## src/rtl/divider_pkg.sv

```systemverilog
// Shared state encoding and default widths for the restoring divider.
package divider_pkg;

  typedef enum logic [1:0] {
    S_IDLE = 2'd0,
    S_RUN  = 2'd1,
    S_DONE = 2'd2
  } state_t;

  localparam int unsigned DIVISOR_W_DEF  = 6;
  localparam int unsigned DIVIDEND_W_DEF = 12;

endpackage

```

## src/rtl/div_step.sv

```systemverilog
// One restoring-division step: shift in a dividend bit, trial-subtract the divisor.
module div_step #(
  parameter int unsigned DIVISOR_W = 6
) (
  input  logic [DIVISOR_W-1:0] i_part,
  input  logic                 i_bit,
  input  logic [DIVISOR_W-1:0] i_div,
  output logic [DIVISOR_W-1:0] o_part,
  output logic                 o_qbit
);

  logic [DIVISOR_W:0]   w_shift;
  logic [DIVISOR_W+1:0] w_diff;

  // Extra top bit of the difference acts as the borrow/sign.
  always_comb begin
    w_shift = {i_part, i_bit};
    w_diff  = {1'b0, w_shift} - {2'b00, i_div};
    o_qbit  = ~w_diff[DIVISOR_W+1];
    o_part  = DIVISOR_W'(o_qbit ? w_diff : {1'b0, w_shift});
  end

endmodule

```

## src/rtl/divider.sv

```systemverilog
// Sequential restoring unsigned divider, one quotient bit per clock.
module divider
  import divider_pkg::*;
#(
  parameter int unsigned DIVISOR_W  = DIVISOR_W_DEF,
  parameter int unsigned DIVIDEND_W = DIVIDEND_W_DEF
) (
  input  logic                  clk,
  input  logic                  rst_n,
  input  logic                  start,
  input  logic [DIVIDEND_W-1:0] a,
  input  logic [DIVISOR_W-1:0]  b,
  output logic [DIVIDEND_W-1:0] quot,
  output logic [DIVISOR_W-1:0]  rem,
  output logic                  busy,
  output logic                  done,
  output logic                  dbz
);

  localparam int unsigned CNT_W = $clog2(DIVIDEND_W + 1);

  state_t                r_state;
  logic [CNT_W-1:0]      r_cnt;
  logic [DIVIDEND_W-1:0] r_dvd;
  logic [DIVISOR_W-1:0]  r_div;
  logic [DIVISOR_W-1:0]  r_part;

  logic [DIVISOR_W-1:0]  w_part_next;
  logic                  w_qbit;
  logic [DIVIDEND_W-1:0] w_dvd_next;

  div_step #(.DIVISOR_W(DIVISOR_W)) u_step (
    .i_part (r_part),
    .i_bit  (r_dvd[DIVIDEND_W-1]),
    .i_div  (r_div),
    .o_part (w_part_next),
    .o_qbit (w_qbit)
  );

  // Dividend bits leave at the top while quotient bits enter at the bottom.
  assign w_dvd_next = {r_dvd[DIVIDEND_W-2:0], w_qbit};

  always_ff @(posedge clk) begin
    if (!rst_n) begin
      r_state <= S_IDLE;
      r_cnt   <= '0;
      r_dvd   <= '0;
      r_div   <= '0;
      r_part  <= '0;
      quot    <= '0;
      rem     <= '0;
      busy    <= 1'b0;
      done    <= 1'b0;
      dbz     <= 1'b0;
    end else begin
      done <= 1'b0;
      case (r_state)
        S_IDLE, S_DONE: begin
          r_state <= S_IDLE;
          if (start) begin
            if (b != '0) begin
              r_dvd   <= a;
              r_div   <= b;
              r_part  <= '0;
              r_cnt   <= CNT_W'(DIVIDEND_W);
              busy    <= 1'b1;
              r_state <= S_RUN;
            end else begin
              quot    <= '1;
              rem     <= '0;
              dbz     <= 1'b1;
              done    <= 1'b1;
              r_state <= S_DONE;
            end
          end
        end
        S_RUN: begin
          r_dvd  <= w_dvd_next;
          r_part <= w_part_next;
          r_cnt  <= r_cnt - CNT_W'(1);
          // Last step: publish the finished quotient and remainder together.
          if (r_cnt == CNT_W'(1)) begin
            quot    <= w_dvd_next;
            rem     <= w_part_next;
            done    <= 1'b1;
            busy    <= 1'b0;
            dbz     <= 1'b0;
            r_state <= S_DONE;
          end
        end
        default: r_state <= S_IDLE;
      endcase
    end
  end

endmodule
```

## config.mk

```make
export PLATFORM = sky130hd
export DESIGN_NAME = divider
export DESIGN_NICKNAME = d
export VERILOG_FILES = /design/src/rtl/divider_pkg.sv /design/src/rtl/div_step.sv /design/src/rtl/divider.sv
export SDC_FILE = /design/constraint.sdc
export NUM_CORES = 1
export LEC_CHECK = 0
export CAP_MARGIN = 0
export CORE_UTILIZATION = 45
export CTS_BUF_LIST = sky130_fd_sc_hd__clkbuf_8
export CTS_CLUSTER_DIAMETER = 60
export CTS_CLUSTER_SIZE = 20
export DETAILED_ROUTE_END_ITERATION = 6
export PLACE_DENSITY = 0.78
export SYNTH_ARGS = -nofsm -noshare
export SYNTH_HDL_FRONTEND = slang
export SYNTH_HIERARCHICAL = 1
export SYNTH_SLANG_ARGS = --single-unit
```

## constraint.sdc

```tcl
create_clock -name clk -period 2 [get_ports clk]
set_clock_uncertainty 0.05 [all_clocks]
set_input_delay 0.2 -clock clk [delete_from_list [all_inputs] [get_ports clk]]
set_output_delay 0.2 -clock clk [all_outputs]
set_load 0.005 [all_outputs]
```

[After elaboration in Yosys (flattened, before gate mapping)]
Index checks and enable logic that the tools add are counted.
Word-level totals
  word-level logic and storage cells: 61
  input bits: 21
  output and inout port bits: 21
  register bits after elaboration: 51
Cells by class
  bitwise logic cells: 1
  equality and inequality tests: 7
  multiplexer cells: 33
  reductions and logical operators: 8
  add/subtract/negate cells: 2
Operators with widths (count)
  $mux W12: 5
  $pmux W12 S2: 2
  $mux W6: 6
  $pmux W6 S2: 2
  $mux W1: 8
  $mux W4: 2
  $ne A2 B2 Y1 const B: 4
  $pmux W4 S2: 1
  $reduce_and A4 Y1: 2
  $sub A7 B6 Y8: 1
  $mux W2: 3
  $pmux W1 S2: 3
  $reduce_and A3 Y1: 2
  $reduce_bool A6 Y1: 1
  $eq A4 B1 Y1 const B: 1
  $pmux W2 S2: 1
  $sub A4 B1 Y4 const B: 1
  $eq A2 B1 Y1 const B: 1
  $eq A2 B2 Y1 const B: 1
  $logic_not A2 Y1: 1
  $reduce_bool A2 Y1: 1
  $reduce_or A2 Y1: 1
  $not A1 Y1: 1

[Longest topological paths before layout]
Gate-level depths: netlist of run 1.
  depth in word-level cells: 4
  depth in mapped cells: 11
  mapped depth without buffers: 11

[Hierarchy]
The synthesis of run 1 kept the hierarchy.
By module, submodules not included
  divider: instances 1, sequential area each 1021.0 um^2, area each 1990.7 um^2, cells each 204
  div_step: instances 1, sequential area each 0.0 um^2, area each 337.8 um^2, cells each 48

[Least setup slack after synthesis of run 1]
OpenSTA, ideal clock, no wires.
  path kind: register to register
  start: reg r_dvd[11]
  end: reg r_part[4]
  setup slack: -0.025 ns
  buffers on the path: 0
  data required time: 1.816 ns
  setup time: 0.134 ns
  stages on the path, launching flop included: 12
  arrival: 1.842 ns
  cells stage by stage: dfxtp_1 -> inv_1 -> ha_1 -> inv_1 -> fa_1 -> a211oi_1 -> nor2_1 -> mux2_2 -> o21ai_0 -> a31oi_1 -> nand2_1 -> o22ai_1
On the way
  cells in the longest elaborated chain, start to end: 3
RTL lines
  from (decl): line divider.sv:24  | logic [DIVIDEND_W-1:0] r_dvd;
  from (signal assigned): line divider.sv:78  | r_dvd <= w_dvd_next;
  $sub A7 B6 Y8: line div_step.sv:18  | w_diff = {1'b0, w_shift} - {2'b00, i_div};
  $mux W6: line div_step.sv:20  | o_part = DIVISOR_W'(o_qbit ? w_diff : {1'b0, w_shift});
  named net w_part_next[4]: line divider.sv:28  | logic [DIVISOR_W-1:0] w_part_next;
  $pmux W6 S2: line divider.sv:57  | case (r_state)
  to (signal assigned): line divider.sv:79  | r_part <= w_part_next;
  to (decl): line divider.sv:26  | logic [DIVISOR_W-1:0] r_part;
The timed path passes the listed nets, and every way through them passes these cells.
A chain may end at the register's enable or synchronous reset.

[Worst setup path after layout of run 1]
  start: reg r_div[1]
  end: reg r_part[5]
On the way
  cells in the longest elaborated chain, start to end: 3
RTL lines
  from (decl): line divider.sv:25  | logic [DIVISOR_W-1:0] r_div;
  from (signal assigned): line divider.sv:48  | r_div <= '0;
  from (signal assigned): line divider.sv:63  | r_div <= b;
  $sub A7 B6 Y8: line div_step.sv:18
  $mux W6: line div_step.sv:20
  named net w_part_next[5]: line divider.sv:28
  $pmux W6 S2: line divider.sv:57
The timed path passes the listed nets, and every way through them passes these cells.

==> impl_summary.md, run 1 <==
CTS
The H-tree level count is 2. Clock tree synthesis inserted a total of 5 buffers. The cell at the root of the clock tree is clkbuf_8. The clock transition at the registers of the reported paths is 90 ps. The maximum count of clock buffers along a single path is 2.

The clock tree from TritonCTS is done. The post-cts hold buffer count is 0. Counting every sink on the clock net gives 51.

The later pin in the worst-skew pair is clocked with a latency of 300 ps.

Setup path
STA classifies the critical path endpoint as a flop. The depth of the worst register-to-register path is 9. Data on the critical path is required at its endpoint by 2140 ps.

The critical path in this run is classified as reg2reg. STA classifies the critical path startpoint as a flop. The worst endpoint data arrival time is 2170 ps. The worst reg2reg path endpoint is r_part[5]$_SDFFE_PN0P_. In this run the register-to-register setup slack is -40 ps. The startpoint identified for the worst register-to-register timing path is r_div[1]$_SDFFE_PN0P_. The biggest fanout along the worst timing path is 4.

Synthesis
Yosys printed 6 warnings. The post-synthesis cell type count is 41. The synthesis-stage register bit count is 51. The area of the mapped netlist is 2330 sq um.

The post-synthesis net count is 282. The share of the Yosys chip area taken by registers is 0.438. The synthesized instance count is 252. Dividing the synthesized area by the synthesized cell count gives 9.24 sq um.

Drt
The via density per instance is 5.66. For this block, the routed nets add up to 5610 microns of wire. The detailed router placed 2,122 vias in this run. The DRC violation total after the first TritonRoute iteration is 177. For this run, the detailed router's first-pass iteration total came to 4. The residual antenna-violating net count after detailed routing is 0.

Dividing the detail-routed wire length by the instance count gives 14.9 microns. After detailed routing, the number of remaining DRC violations is 0.

Floorplan
The floorplan has 25 rows. The initial core utilization is 0.480. The die covers 5470 sq um. The die is 73.9 microns wide. The count of boundary I/O pins is 42. The die height is 73.9 microns. After floorplanning, the core was sized to cover 4850 sq um.

STA
Setup repair after global routing could not meet its margin everywhere. The final count of negative-setup-slack endpoints is 2. The worst hold margin is 415 ps. Of the available clock period, the critical path in the final layout requires 1.02.

The routed design could run at a clock period as short as 2040 ps. Based on the critical path, the design can be clocked at up to 491 MHz. The relative slew slack is 0.536. At the pin with the least slew margin, the transition time is 696 ps.

The max-slew violation count is 0. The final number of hold-violating endpoints is 0. The minimum setup slack in the final design is -36.7 ps.

Global routing
The aggregate global-route resource usage is 0.219. The total congestion overflow is 0. The via count of the first global-routing pass came to 2,007. The number of antenna violations at the first check in global routing is 0. Entering global routing, the biggest net connects 42 pins.

The first global-routing pass estimated 9210 microns of wire.

Worst hold path
The start point of the worst hold path is r_div[2]$_SDFFE_PN0P_. The terminating pin of the worst hold path is r_div[2]$_SDFFE_PN0P_. The worst hold path was traced through 2 stages.

The classification of the worst-slack hold path is reg2reg.

Place
After legalization and detailed placement, the total HPWL measured 3740 microns. The post-detailed-placement cell area is 2930 sq um. The congestion estimate from routability-driven global placement came to 0.908.

The number of port buffers is 41.

Finish
Leaving out fill and tap cells, the most frequent cell in the layout is dfxtp_1. The final antenna diode count is 0. Summing all non-filler instances in the final layout gives an area of 3090 sq um. The final layout contains 337 nets. The layout-stage area growth over the synthesis result is 32.9%. The top cell types in the final layout, fill and taps aside, are 47 x dfxtp_1, 40 x clkdlybuf4s50_1, 28 x buf_4, 27 x nand2_1, 15 x o22ai_1. The fraction of layout cells with a size suffix above 1 is 0.221.

Status
The run finished, with violations left. The final reports fail on negative setup slack.

Flow run
The number of maximum-capacitance violations is 0.

Pwr
Summed over all cells, the static leakage comes to 1.27 nW. The overall power consumption is 2.53 mW. The cell area power density is 818 nW/um^2. The maximum resistive drop on vdd is 0.479 mV.
## flip-flops by register name, indices dropped and copies added (netlist names), 2 cells and up
name / cells
r_part: 6
r_div: 6
r_dvd: 12
r_state: 2
r_cnt: 4
rem: 6
quot: 12
## critical path, stage by stage (launching register included)
cell	delay, ps
dfxtp_2	350
inv_2	50
ha_4	200
nor2b_4	120
o31a_1	280
o21a_1	190
or4_1	390
o311a_1	120
nand2_1	80
o22ai_1	90
## cell usage after synthesis
master	instances	area (sq um)
o21ai_1	1	5.00
buf_2	5	25.0
a211oi_1	1	7.51
buf_1	2	7.51
o21a_1	6	45.0
mux2_2	1	11.3
nor2b_1	2	12.5
a31o_2	1	8.76
and3_1	1	6.26
nor3_1	2	10.0
nand2_1	27	101
o311a_1	1	10.0
a21oi_1	16	80.1
o211a_1	2	20.0
a211o_1	2	17.5
xnor2_1	2	17.5
a21oi_2	1	8.76
ha_1	8	100
and2_1	3	18.8
fa_1	1	20.0
a31oi_1	1	6.26
or4_1	1	7.51
nand3_1	12	60.1
o31ai_1	12	90.1
o21ai_2	1	8.76
nand2b_1	3	18.8
buf_6	1	11.3
or3_1	1	6.26
inv_1	10	37.5
clkbuf_1	13	48.8
o31a_1	1	8.76
o22ai_1	15	93.8
mux2i_1	12	120
o221a_2	12	135
nor3b_1	1	7.51
or2_1	1	6.26
o21ai_0	9	45.0
dfxtp_1	51	1020
nor2_1	8	30.0
nor4_4	1	21.3
mux2_1	1	11.3
## final cells by class
| type | instances | area, sq um |
|---|---|---|
| multi-input combinational | 170 | 1230 |
| clock inverter | 1 | 3.75 |
| tap | 67 | 83.8 |
| timing repair buffer | 69 | 616 |
| fill | 404 | 1750 |
| clock buffer | 7 | 96.3 |
| sequential | 51 | 1030 |
| inverter | 10 | 37.5 |
## worst max-delay path by stage
stage | start | to | depth (start not counted)
floorplan | r_dvd[11]$_SDFFE_PN0P_ | r_part[4]$_SDFFE_PN0P_ | 11
global placement | r_dvd[11]$_SDFFE_PN0P_ | r_part[4]$_SDFFE_PN0P_ | 11
detailed placement | r_dvd[11]$_SDFFE_PN0P_ | r_part[4]$_SDFFE_PN0P_ | 11
CTS | r_div[1]$_SDFFE_PN0P_ | r_part[5]$_SDFFE_PN0P_ | 9
global route | r_div[1]$_SDFFE_PN0P_ | r_part[5]$_SDFFE_PN0P_ | 9
finish | r_div[1]$_SDFFE_PN0P_ | r_part[5]$_SDFFE_PN0P_ | 9
## logic make-up after synthesis
logic type / Yosys count / synth area share
DFF: 51 / 0.438
muxes: 14 / 0.0613
buffers and inverters: 31 / 0.0559
adders and majority gates: 9 / 0.0516
AOI/OAI and AO/OA: 82 / 0.254
xor gates and xnor gates: 2 / 0.00752
and+or+nand+nor: 63 / 0.132
## report_power, final
group	leakage (nW)	internal [mW]	switching, mW	total, mW
clock	0.0557	0.311	0.327	0.638
sequential	0.419	1.09	0.0574	1.15
combinational	0.794	0.381	0.364	0.745
## layer usage
layer	wire length (microns)	part of all wire	GRT usage
met3	277	0.049	0.0488
met2	2520	0.45	0.342
met5	0	0	0
met1	2710	0.48	0.293
met4	93	0.017	0.0876
## what timing repair did
item,4_1_cts,5_1_grt
pin swaps,3,10
buffers inserted,0,3
endpoints found under the setup margin,9,12
resized for setup,4,14
## metrics by stage
| stage | worst slack [ps] | TNS, ps | instances | util |
|---|---|---|---|---|
| 2_1_floorplan | -9.65 | -26.1 | 252 | - |
| 3_3_place_gp | -60.7 | -183 | 365 | 0.603 |
| 3_5_place_dp | -116 | -426 | 365 | 0.603 |
| 4_1_cts | -97.3 | -226 | 373 | 0.626 |
| 5_1_grt | -162 | -924 | 375 | 0.638 |
| 6_report | -36.7 | -61.6 | 375 | 0.638 |
(Power assumes the default switching activity.)
==> inputs of run 2 (changes only) <==
--- a/config.mk
+++ b/config.mk
@@ -11,7 +11,8 @@
 export CTS_CLUSTER_DIAMETER = 60
 export CTS_CLUSTER_SIZE = 20
 export DETAILED_ROUTE_END_ITERATION = 6
-export PLACE_DENSITY = 0.78
+export PLACE_DENSITY_LB_ADDON = 0.3
+export SLEW_MARGIN = 20
 export SYNTH_ARGS = -nofsm -noshare
 export SYNTH_HDL_FRONTEND = slang
 export SYNTH_HIERARCHICAL = 1
==> run 2 against run 1 <==
  * The flow still finishes with violations (negative setup slack)
  * Sequential power hardly changed
  * Highest routed layer unchanged
  * Worst hold slack got worse by 92 ps
  * Fmax about the same
  * Sequential share of layout area decreased by 0.34 points
  * Via count is 1.2% lower
  * Critical path depth stayed put
  * Clock-buffer cell count shrank 2
  * Routed wire length grew 1.5%
  * Largest power group unchanged
  * Register-to-register slack is essentially flat
  * Non-clock buffer count decreased by 2
==> impl_summary.md, run 2 (same netlist as run 1, synthesis figures left out) <==
Status
Result of the run: complete, but fails checks (unchanged). Violations in the final reports: negative setup slack (unchanged).

STA
The fmax is 491 MHz (about the same). The time the final worst path needs with I/O delays and setup is 2040 ps (about the same). Unrepaired setup endpoints after global routing: true (unchanged). The minimum setup slack in the final design is -37.3 ps (was -36.7 ps). The final number of hold-violating endpoints is 0 (unchanged). The transition at the pin with the smallest max-transition slack is 346 ps (was 696 ps). The max-slew violation count came to 0 (unchanged). The share of the cycle needed by the critical path after routing is 1.02 (about the same).

The final count of negative-setup-slack endpoints was 3 (was 2). The worst hold margin is 323 ps (was 415 ps). The relative slew slack is 0.769 (was 0.536). The total negative slack was -84.6 ps (was -61.6 ps).

Setup path
The classification of the worst setup path is reg2reg (unchanged). The library cell contributing the largest single delay on the critical path is or4_1 (unchanged). The register-to-register path setup slack is -40 ps (about the same).

Ordered list of cells on the worst path: inv_2, ha_4, nor2b_4, o31a_1, o21a_1, or4_1, o311a_1, nand2_2, o22ai_1 (was inv_2, ha_4, nor2b_4, o31a_1, o21a_1, or4_1, o311a_1, nand2_1, o22ai_1). The kind of start point of the critical path is a flop (unchanged). The worst reg2reg path endpoint is r_part[5]$_SDFFE_PN0P_ (unchanged). The launch point of the worst path was r_div[1]$_SDFFE_PN0P_ (unchanged). The source of the worst register-to-register timing path is r_div[1]$_SDFFE_PN0P_ (unchanged). The biggest fanout along the worst timing path was 4 (unchanged). The worst endpoint data arrival time came to 2170 ps (about the same). The depth of the worst register-to-register path is 9 (unchanged).

The highest cell delay on the worst timing path came to 400 ps (was 390 ps). The required time reported for the critical path endpoint is 2130 ps (was 2140 ps). The end point of the critical path is r_part[5]$_SDFFE_PN0P_ (unchanged). The kind of end point of the critical path is a flop (unchanged).

Finish
The filler cell count in the final layout is 401 (was 404). The final layout net count is 335 (was 337). Largest registers: quot x12, r_dvd x12 (unchanged).

The area of combinational cells with multiple inputs was 1270 sq um (was 1230 sq um). The register area was 1030 sq um (about the same). The final antenna diode count is 0 (unchanged). The fraction of layout cells with a size suffix above 1 is 0.245 (was 0.221). Most frequent cells in the layout: 45 x dfxtp_1, 40 x clkdlybuf4s50_1, 26 x nand2_1, 24 x buf_4, 15 x o22ai_1 (was 47 x dfxtp_1, 40 x clkdlybuf4s50_1, 28 x buf_4, 27 x nand2_1, 15 x o22ai_1). The layout-stage area growth over the synthesis result is 34.6% (was 32.9%). The most common cell after layout, fill and taps aside is dfxtp_1 (unchanged).

Global routing
The fraction of met1 tracks used by global routing is 0.285 (was 0.293). The total congestion overflow came to 0 (unchanged). The fraction of met2 tracks used by global routing is 0.367 (was 0.342).

The via count of the first global-routing pass came to 1,962 (was 2,007). The met3 layer usage reported by global route is 0.0488 (unchanged). The number of antenna violations at the first check in global routing is 0 (unchanged).

The aggregate global-route resource usage is 0.220 (was 0.219). The pin count of the biggest net entering global routing is 65 (was 42). The global routing's busiest layer is met2 (unchanged). The global-route wire length before repair is 9250 microns (was 9210 microns).

Place
The estimated wirelength of the detail-placed design is 3700 microns (was 3740 microns). The setup slack after placement came to -121 ps (was -116 ps). The last weighted congestion value of the routability-driven placer came to 0.870 (was 0.908). The number of port buffers is 41 (unchanged).

CTS
The latest clock arrival within the worst-skew pair is 300 ps (about the same). The clock transition at the registers of the reported paths is 90 ps (about the same). The post-cts hold buffer count is 0 (unchanged). The cell at the root of the clock tree is clkbuf_8 (unchanged).

The total clock buffers created by CTS came to 5 (unchanged). The clock tree from TritonCTS is done (unchanged). The maximum count of clock buffers along a single path is 2 (unchanged). The clock sink count is 51 (unchanged).

The H-tree level count is 2 (unchanged).

Drt
The DRC violation total after the first TritonRoute iteration was 160 (was 177). The total routed wirelength is 5690 microns (was 5610 microns). The wire length per cell after detailed routing is 15.3 microns (was 14.9 microns). The residual antenna-violating net count after detailed routing was 0 (unchanged).

The via density per instance is 5.62 (was 5.66). The via count is 2,097 (was 2,122). The length of the first detailed-routing pass in iterations was 4 (unchanged).

The detailed-route DRC error count was 0 (unchanged).

Floorplan
The horizontal extent of the die is 73.9 microns (unchanged). The initial core utilization is 0.480 (unchanged). The core area came to 4850 sq um (unchanged). The count of boundary I/O pins is 42 (unchanged).

The number of core rows is 25 (unchanged). The die outline area came to 5470 sq um (unchanged). The die height is 73.9 microns (unchanged).

Pwr
The part of the total power dissipated in sequential elements is 0.449 (was 0.454). The clock share of power was 0.222 (was 0.252). The proportion of power drawn by combinational gates is 0.329 (was 0.294). The cell area power density was 817 nW/um^2 (was 818 nW/um^2).

The maximum resistive drop on vdd is 0.568 mV (was 0.479 mV). The internal power summed over all cells is 1.77 mW (was 1.78 mW). The switching power total is 0.790 mW (was 0.749 mW).

The switching fraction of total power is 0.308 (was 0.296). The static leakage power is 1.27 nW (about the same).

Worst hold path
The worst hold path stage count came to 3 (was 2). The classification of the worst-slack hold path is in2reg (was reg2reg).

Flow run
The number of maximum-capacitance violations was 0 (unchanged).
-- run 2: changes by cell type in the layout (fill, tap and decap cells not counted), moves of 2 or more --
cell	before	now
dfxtp_2	4	6
clkbuf_8	7	5
dfxtp_1	47	45
ha_1	6	4
buf_12	0	2
buf_4	28	24
-- run 2: layer usage --
layer | routed length [microns] | up-vias | share of wire
met5 | 0 | - | 0
met4 | 40 | 0 | 0.0070
met3 | 270 | 6 | 0.047
met2 | 2730 | 53 | 0.48
met1 | 2650 | 1009 | 0.47
li1 | - | 1029 | -
-- run 2: stage by stage --
step	power, mW	utilization	area [sq um]	cells
global placement	1.87	0.604	2930	362
floorplan	1.60	-	2330	252
CTS	2.50	0.636	3080	372
global route	2.70	0.646	3130	373
detailed placement	1.89	0.604	2930	362
finish	2.56	0.646	3130	373
-- run 2: power by group through the flow --
| stage | registers, mW | logic, mW | clock network, mW |
|---|---|---|---|
| 2_1_floorplan | 1.16 | 0.446 | 0 |
| 3_3_place_gp | 1.16 | 0.710 | 0 |
| 3_5_place_dp | 1.16 | 0.726 | 0 |
| 4_1_cts | 1.15 | 0.772 | 0.582 |
| 5_1_grt | 1.16 | 0.916 | 0.625 |
| 6_report | 1.15 | 0.841 | 0.570 |
-- run 2: area by class of cell --
class	count	area share
multi-input combinational	170	0.406
sequential	51	0.328
timing repair buffer	67	0.200
tap	67	0.0267
clock buffer	5	0.0220
inverter	10	0.0120
clock inverter	3	0.00519
-- run 2: what timing repair did --
| action | CTS | global route |
|---|---|---|
| endpoints found under the hold margin | 0 | 0 |
| endpoints found under the setup margin | 8 | 10 |
| buffers inserted | 2 | 1 |
| resized for setup | 16 | 12 |
| pin swaps | 5 | 5 |
-- run 2: how the worst min path moves through the flow --
stage,startpoint,to,slack [ps]
2_1_floorplan,b[0],r_div[0]$_SDFFE_PN0P_,280
3_3_place_gp,r_div[2]$_SDFFE_PN0P_,r_div[2]$_SDFFE_PN0P_,400
3_5_place_dp,r_div[2]$_SDFFE_PN0P_,r_div[2]$_SDFFE_PN0P_,400
4_1_cts,rst_n,r_state[0]$_SDFFE_PN0N_,320
5_1_grt,rst_n,dbz$_SDFFE_PN0P_,340
6_report,rst_n,r_state[0]$_SDFFE_PN0N_,320
-- run 2: critical path, delay by kind of cell (launching register included) --
family,cells,cell delay [ps]
adders and majority gates,1,200
and+or+nand+nor,3,590
DFF,1,340
buffers and inverters,1,50
AOI/OAI and AO/OA,4,680
==> inputs of run 3 (changes only) <==
--- a/config.mk
+++ b/config.mk
@@ -6,7 +6,7 @@
 export NUM_CORES = 1
 export LEC_CHECK = 0
 export CAP_MARGIN = 0
-export CORE_UTILIZATION = 45
+export CORE_UTILIZATION = 49
 export CTS_BUF_LIST = sky130_fd_sc_hd__clkbuf_8
 export CTS_CLUSTER_DIAMETER = 60
 export CTS_CLUSTER_SIZE = 20
==> run 3 against run 2 <==
  * The flow finishes with violations (design-rule violations, negative setup slack)
  * Critical path depth did not move
  * Register-to-register slack got worse by 20 ps
  * Sequential power barely moved
  * Highest routed layer unchanged
  * Sequential share of layout area rose by 0.88 points
  * Non-clock buffer count fell by 6
  * Worst hold slack improved by 6.7 ps
  * Routed wire length fell by 1.4%
  * Critical endpoint is now rem[4]$_SDFFE_PN0P_
  * Combinational power fell by 15%
==> impl_summary.md, run 3 (same netlist as run 1, synthesis figures left out) <==
Status
Result of the run: complete, but fails checks (unchanged). Violations in the final reports: design-rule violations, negative setup slack (was negative setup slack).

Floorplan
The die height is 70.9 microns (was 73.9 microns). The initial core utilization was 0.520 (was 0.480). The horizontal extent of the die is 70.9 microns (was 73.9 microns). The core area was 4470 sq um (was 4850 sq um). The count of boundary I/O pins is 42 (unchanged).

The die outline area is 5030 sq um (was 5470 sq um). The number of core rows is 24 (was 25).

Global routing
The aggregate global-route resource usage is 0.237 (was 0.220). The global-route wire length before repair is 9430 microns (was 9250 microns). The pin count of the biggest net entering global routing was 65 (unchanged). The fraction of met2 tracks used by global routing is 0.394 (was 0.367).

The met3 layer usage reported by global route is 0.0499 (was 0.0488). The via count of the first global-routing pass is 2,013 (was 1,962). The total congestion overflow is 0 (unchanged). The fraction of met1 tracks used by global routing was 0.311 (was 0.285). The global routing's busiest layer is met2 (unchanged).

The number of antenna violations at the first check in global routing came to 0 (unchanged).

Finish
The final antenna diode count is 0 (unchanged). The fraction of layout cells with a size suffix above 1 is 0.183 (was 0.245). The layout-stage area growth over the synthesis result is 30.6% (was 34.6%). The most common cell after layout, fill and taps aside is dfxtp_1 (unchanged). Most frequent cells in the layout: 48 x dfxtp_1, 40 x clkdlybuf4s50_1, 27 x nand2_1, 19 x buf_4, 16 x a21oi_1 (was 45 x dfxtp_1, 40 x clkdlybuf4s50_1, 26 x nand2_1, 24 x buf_4, 15 x o22ai_1). The final layout net count is 329 (was 335). Largest registers: quot x12, r_dvd x12 (unchanged).

STA
The time the final worst path needs with I/O delays and setup was 2060 ps (was 2040 ps). The fmax came to 485 MHz (was 491 MHz). Unrepaired setup endpoints after global routing: true (unchanged). The share of the cycle needed by the critical path after routing is 1.03 (was 1.02).

The final count of negative-setup-slack endpoints is 4 (was 3). The max-slew violation count was 0 (unchanged). The minimum setup slack in the final design is -59.8 ps (was -37.3 ps). The transition at the pin with the smallest max-transition slack is 506 ps (was 346 ps). The final number of hold-violating endpoints is 0 (unchanged). The worst hold margin came to 330 ps (was 323 ps). The relative slew slack is 0.663 (was 0.769).

Flow run
The number of maximum-capacitance violations was 0 (unchanged).

Setup path
The register-to-register path setup slack is -60 ps (was -40 ps). Ordered list of cells on the worst path: inv_2, ha_4, nor2b_4, o31a_1, nand2b_1, a211o_1, a31oi_1, nand2_1, o22ai_1 (was inv_2, ha_4, nor2b_4, o31a_1, o21a_1, or4_1, o311a_1, nand2_2, o22ai_1). The required time reported for the critical path endpoint was 2190 ps (was 2130 ps).

The source of the worst register-to-register timing path was r_div[1]$_SDFFE_PN0P_ (unchanged). The library cell contributing the largest single delay on the critical path is dfxtp_2 (was or4_1). The worst reg2reg path endpoint is rem[4]$_SDFFE_PN0P_ (was r_part[5]$_SDFFE_PN0P_). The family with the most delay on the worst path is compound AO/OA/AOI/OAI gates (unchanged). The biggest fanout along the worst timing path is 4 (unchanged). The number of buffer and inverter instances along the worst setup path is 1 (unchanged). The classification of the worst setup path is reg2reg (unchanged). The worst endpoint data arrival time was 2240 ps (was 2170 ps). The highest cell delay on the worst timing path is 350 ps (was 400 ps). The kind of end point of the critical path is a flop (unchanged). The kind of start point of the critical path is a flop (unchanged). The depth of the worst register-to-register path is 9 (unchanged).

Place
The estimated wirelength of the detail-placed design is 3590 microns (was 3700 microns). The number of port buffers is 41 (unchanged). The last weighted congestion value of the routability-driven placer was 0.851 (was 0.870).

Drt
The via density per instance is 5.90 (was 5.62). The wire length per cell after detailed routing was 15.9 microns (was 15.3 microns). The DRC violation total after the first TritonRoute iteration is 182 (was 160). The via count was 2,076 (was 2,097). The residual antenna-violating net count after detailed routing came to 0 (unchanged). The length of the first detailed-routing pass in iterations was 6 (was 4). The detailed-route DRC error count is 4 (was 0). The total routed wirelength is 5610 microns (was 5690 microns).

Worst hold path
The start point of the worst hold path is rst_n (unchanged). The classification of the worst-slack hold path is in2reg (unchanged). The worst hold path stage count was 3 (unchanged).

The terminating pin of the worst hold path is r_cnt[2]$_SDFFE_PN0P_ (was r_state[0]$_SDFFE_PN0N_).

Pwr
The overall power consumption is 2.69 mW (was 2.56 mW). The static leakage power is 1.25 nW (was 1.27 nW). The maximum resistive drop on vdd is 0.592 mV (was 0.568 mV). The cell area power density is 885 nW/um^2 (was 817 nW/um^2).

CTS
The clock sink count is 51 (unchanged). The clock transition at the registers of the reported paths is 90 ps (about the same). The maximum count of clock buffers along a single path is 2 (unchanged). The total clock buffers created by CTS is 5 (unchanged).

The clock tree from TritonCTS is done (unchanged). The latest clock arrival within the worst-skew pair was 300 ps (about the same). The H-tree level count is 2 (unchanged). The cell at the root of the clock tree is clkbuf_8 (unchanged).
==> run 3: cell count changes in the layout (fill, tap and decap cells not counted), sizes merged <==
cell	change
clkinv	-1
bufinv	+2
clkinvlp	-1
buf	-6
==> run 3: report_power, final <==
part | total (mW) | internal [mW] | switching [mW]
sequential | 1.15 | 1.09 | 0.0560
clock | 0.834 | 0.495 | 0.338
combinational | 0.711 | 0.358 | 0.353
total | 2.69 | 1.94 | 0.748
==> run 3: worst max path at each step <==
stage,startpoint,end,cells after the start
after floorplan,r_dvd[11]$_SDFFE_PN0P_,r_part[4]$_SDFFE_PN0P_,11
after global placement,r_div[1]$_SDFFE_PN0P_,r_part[5]$_SDFFE_PN0P_,9
after detailed placement,r_div[1]$_SDFFE_PN0P_,r_part[5]$_SDFFE_PN0P_,9
after CTS,r_div[1]$_SDFFE_PN0P_,rem[4]$_SDFFE_PN0P_,9
after global routing,r_div[1]$_SDFFE_PN0P_,r_part[5]$_SDFFE_PN0P_,9
final,r_div[1]$_SDFFE_PN0P_,rem[4]$_SDFFE_PN0P_,9
==> run 3: worst min-delay path: stages <==
cell and delay (ps):
buf_2 110, buf_12 190, o21a_1 130
==> run 3: what timing repair did <==
action,CTS,global route
pin swaps,3,0
endpoints found under the setup margin,8,8
hold buffers,0,0
buffers inserted,1,0
resized for setup,10,1
==> run 3: through the flow <==
stage | setup WS, ps | TNS [ps] | cells | utilization | instance area [sq um]
after floorplan | -9.65 | -26.1 | 252 | - | 2330
after global placement | -38.0 | -123 | 343 | 0.641 | 2870
after global routing | -142 | -815 | 352 | 0.680 | 3040
after detailed placement | -138 | -542 | 343 | 0.641 | 2870
final | -59.8 | -169 | 352 | 0.680 | 3040
after CTS | -23.6 | -46.3 | 352 | 0.680 | 3040
==> run 3: layout make-up <==
class                   count  area, sq um
flip-flops and latches     51         1020
inverters                  10         37.5
multi-input cells         170         1210
repair buffers             61          568
well taps                  52         65.1
fillers                   352         1430
clock inverters             3         63.8
clock buffers               5         68.8
==> run 3: metal layers <==
layer / up-vias / part of all wire
met5: - / 0
li1: 1008 / -
met3: 8 / 0.054
met2: 60 / 0.48
met1: 1000 / 0.46
met4: 0 / 0.0071
==> RTL edit 1, RTL diff (settings of run 1) <==
The package constant `DIVISOR_W_DEF` goes from 6 to 3.
--- a/src/rtl/divider_pkg.sv
+++ b/src/rtl/divider_pkg.sv
@@ -7,7 +7,7 @@
     S_DONE = 2'd2
   } state_t;
 
-  localparam int unsigned DIVISOR_W_DEF  = 6;
+  localparam int unsigned DIVISOR_W_DEF  = 3;
   localparam int unsigned DIVIDEND_W_DEF = 12;
 
 endpackage
Interface: changed (resized b and rem); port bits go from 42 to 36. The function was not compared with the original's and may differ.
==> RTL edit 1 against run 1 <==
Area after synthesis shrank 15%. Sequential share of layout area grew 0.61 points. Critical path depth fell by 1. Sequential cell count down 9. Non-clock buffer count down 22. Setup slack gained 200 ps. Power decreased by 25%. Routed wire length is 23% lower. Global-route usage is 1.1 points lower. Design area fell by 20%. Maximum frequency is 11% higher. Largest cell class unchanged.
==> RTL edit 1: results <==
metrics = {
    "detailed_routing": {
        "routed_wl_mm": 4.299,
        "met3_length_um": 166,
        "wl_per_cell_um": 13.73,
        "drt-met1-wl_mm": 2.021,
        "drt_iter0_markers": 122,
        "dr_total_vias": 1704,
        "dr_wl_met2_mm": 2.037,
    },
    "yosys": {
        "yosys-top-cells-count": "48 x nand2_1, 42 x dfxtp_1, 17 x mux2i_1",
        "synth_compound_area_share_pct": 19.65,
        "yosys-top-cells-area": "dfxtp_1 43%, nand2_1 9.1%, mux2i_1 8.6%, a311oi_1 4.9%, o21ai_0 4.1%",
        "ys.flop_type": "dfxtp_1",
        "avgSynthCellArea_sq_um": 8.698,
        "muxShareOfSynthArea_pct": 8.619,
        "synth_cell_types": 36,
        "synth-xor-area-share_pct": 0.4436,
        "seq_area_frac_synth_pct": 42.59,
        "synthAdderAreaFrac_pct": 3.549,
    },
    "placed_design": {
        "pre_cts_ws_ps": -149.5,
        "place_congestion": 0.8087,
        "dp.cells": 305,
        "numPortBuffers": 35,
        "placed_cell_area_sq_um": 2377,
        "hpwl_mm": 2.894,
    },
    "power_and_ir_drop": {
        "p_leak_nw": 1.011,
        "peakVddDrop_mv": 0.4885,
        "power_density_nw_per_um2": 766.2,
    },
    "clocking": {
        "cts_buffer_depth": 2,
        "h-tree-depth": 2,
    },
    "finish": {
        "drive_gt1_share_pct": 11.03,
        "fillers": 366,
        "finalNetCount": 285,
        "reg_top3": "quot x12, r_dvd x12, r_cnt x4",
    },
    "hold_path": {
        "min_to": "quot[4]",
    },
    "run_status": {
        "outcome": "finished clean",
    },
    "worst_setup_path": {
        "max_stage_delay_ps": 370,
        "reg2reg_setup_slack_ps": 170,
        "rr_startpoint": "r_dvd[11]",
        "reg2reg_to": "rem[0]",
        "slowest_stage": "fa_2",
        "r2r_cells": 8,
        "cp_top_family": "adder cells",
        "cp_max_fo": 3,
    },
    "global_route": {
        "grt_max_degree": 33,
        "track_usage_pct": 20.73,
        "first_global_vias": 1591,
        "grt_pass1_wl_mm": 7.100,
        "use_met1_pct": 25.58,
        "use_met3_pct": 4.667,
        "met2_usage_pct": 34.44,
    },
    "timing": {
        "worstMarginPinSlew_ps": 799.7,
        "hold_ws_ps": 409.3,
    },
}
## RTL edit 1: cell count changes in the layout (fill, tap and decap cells not counted), sizes merged, moves of 10 or more
cell	run 1	this run
o221a	12	0
o22ai	15	0
o31ai	12	0
nand2	27	48
a311oi	0	11
buf	29	12
a31oi	1	11
## RTL edit 1: cells by family (layout without fill, tap and decap cells)
logic type / Yosys count / count (layout)
AOI/OAI and AO/OA: 60 / 60
xor gates and xnor gates: 1 / 1
muxes: 17 / 17
DFF: 42 / 42
and+or+nand+nor: 76 / 76
buffers and inverters: 26 / 62
adders and majority gates: 5 / 5
## RTL edit 1: area by class of cell
class | instances | area share, %
Tap cell | 50 | 2.513
Clock buffer | 6 | 3.317
Timing Repair Buffer | 47 | 17.69
Inverter | 7 | 1.055
Clock inverter | 2 | 0.5025
Multi-Input combinational cell | 159 | 41.16
Sequential cell | 42 | 33.77
## RTL edit 1: worst max path at each step
stage | startpoint | to | slack (ps) | cells past startpoint
final | r_dvd[11] | rem[0] | 170 | 8
after global routing | r_dvd[11] | rem[1] | 50 | 8
after CTS | r_dvd[11] | rem[1] | 110 | 8
after detailed placement | b[0] | quot[1] | -150 | 4
after global placement | b[1] | quot[10] | -90 | 4
after floorplan | r_dvd[11] | rem[1] | 280 | 8
## RTL edit 1: power breakdown
| group | switching [mW] | internal, mW | total (mW) |
|---|---|---|---|
| Combinational | 0.195 | 0.189 | 0.384 |
| Sequential | 0.0432 | 0.900 | 0.943 |
| Clock | 0.302 | 0.278 | 0.580 |
| Total | 0.541 | 1.37 | 1.91 |
## RTL edit 1: timing repair
action / 4_1_cts / 5_1_grt
gates resized for setup: 1 / 2
hold buffers: 0 / 0
endpoints found under the setup margin: 17 / 2
==> RTL edit 2, RTL diff (settings of run 1) <==
Made on the original files. Make the reset (`rst_n`) asynchronous in one clocked block.
--- a/src/rtl/divider.sv
+++ b/src/rtl/divider.sv
@@ -40,7 +40,7 @@
   // Dividend bits leave at the top while quotient bits enter at the bottom.
   assign w_dvd_next = {r_dvd[DIVIDEND_W-2:0], w_qbit};
 
-  always_ff @(posedge clk) begin
+  always_ff @(posedge clk or negedge rst_n) begin
     if (!rst_n) begin
       r_state <= S_IDLE;
       r_cnt   <= '0;
Behaviour: differs if rst_n is asserted again (counterexample within 4 cycles, from zero or initial values and one cycle with rst_n low); with rst_n held inactive, the same outputs for 10 cycles.
==> RTL edit 2 against run 1 <==
The run still ends with negative setup slack left. First-iteration DRC count shrank 58%. Area after synthesis grew 5.7%. Setup slack lost 170 ps. Sequential cell count is the same. Worst hold slack lost 72 ps. Sequential share of layout area grew 4.4 points. Design area grew 9.9%. Routed wire length grew 7.8%. Via count shrank 4.2%. Non-clock buffer count grew 9.
Power is not compared: it rests on default switching activity, and its combinational part moved more than twofold at a synthesized area within 25%.
==> RTL edit 2: results <==
metrics = {
    "timing": {
        "fin_ws_ps": -210.1,
        "setup_violations": 5,
        "hold_ws_ps": 343.1,
        "maxSlewHeadroom_pct": 65.61,
        "finalSetupTns_ps": -649.2,
    },
    "clocking": {
        "post_cts_buffers": 2,
        "cts-resized-gates": 14,
    },
    "global_route": {
        "met2_usage_pct": 37.18,
        "track_usage_pct": 22.20,
        "use_met3_pct": 2.994,
        "use_met1_pct": 28.84,
        "grt_max_degree": 24,
        "grt_pass1_wl_mm": 9.991,
    },
    "yosys": {
        "seq_area_frac_synth_pct": 51.83,
        "synth_compound_area_share_pct": 21.09,
        "synth-xor-area-share_pct": 0.3557,
        "synthArstFlopShare_pct": 100.0,
        "avgSynthCellArea_sq_um": 10.90,
        "yosys-top-cells-area": "dfrtp_1 52%, nand2_1 4.4%, ha_1 4.1%, o22a_1 3.9%, nor3_2 3.7%",
        "muxShareOfSynthArea_pct": 0.9146,
        "synth_cell_types": 47,
    },
    "power_and_ir_drop": {
        "total_power_mw": 6.185,
    },
    "run_status": {
        "violations": "negative setup slack",
        "outcome": "finished, violations left",
    },
    "placed_design": {
        "placed_cell_area_sq_um": 3157,
        "pre_cts_ws_ps": -189.4,
        "hpwl_mm": 4.242,
    },
    "worst_setup_path": {
        "crit_path_start": "r_div[1]",
    },
    "detailed_routing": {
        "drt_iter0_markers": 74,
        "dr_total_vias": 2032,
    },
}
==> RTL edit 2: cell types whose count changed in the layout (fill, tap and decap cells not counted), moves of 6 or more <==
cell     delta
a22o_1      +6
nor2_1      +9
dfrtp_1    +51
a21oi_1     -6
o22ai_1     -6
o22a_1     +11
mux2i_1    -12
nand3_1     -8
o221a_2    -12
dfxtp_1    -47
o31ai_1    -12
nor3_2      +9
==> RTL edit 2: cell type report <==
| type | count | area [sq um] | area share [%] |
|---|---|---|---|
| clock buffers | 6 | 82.58 | 2.428 |
| multi-input cells | 152 | 1159 | 34.07 |
| repair buffers | 78 | 714.4 | 21.01 |
| inverters | 12 | 46.29 | 1.361 |
| clock inverters | 2 | 35.03 | 1.030 |
| well taps | 70 | 87.58 | 2.575 |
| flip-flops and latches | 51 | 1276 | 37.53 |
==> RTL edit 2: per-layer routing <==
metal,share of wire [%],vias to the layer above
met3,3.7,11
met1,44,1001
met2,50,55
li1,-,965
met4,2.4,0
met5,0,-
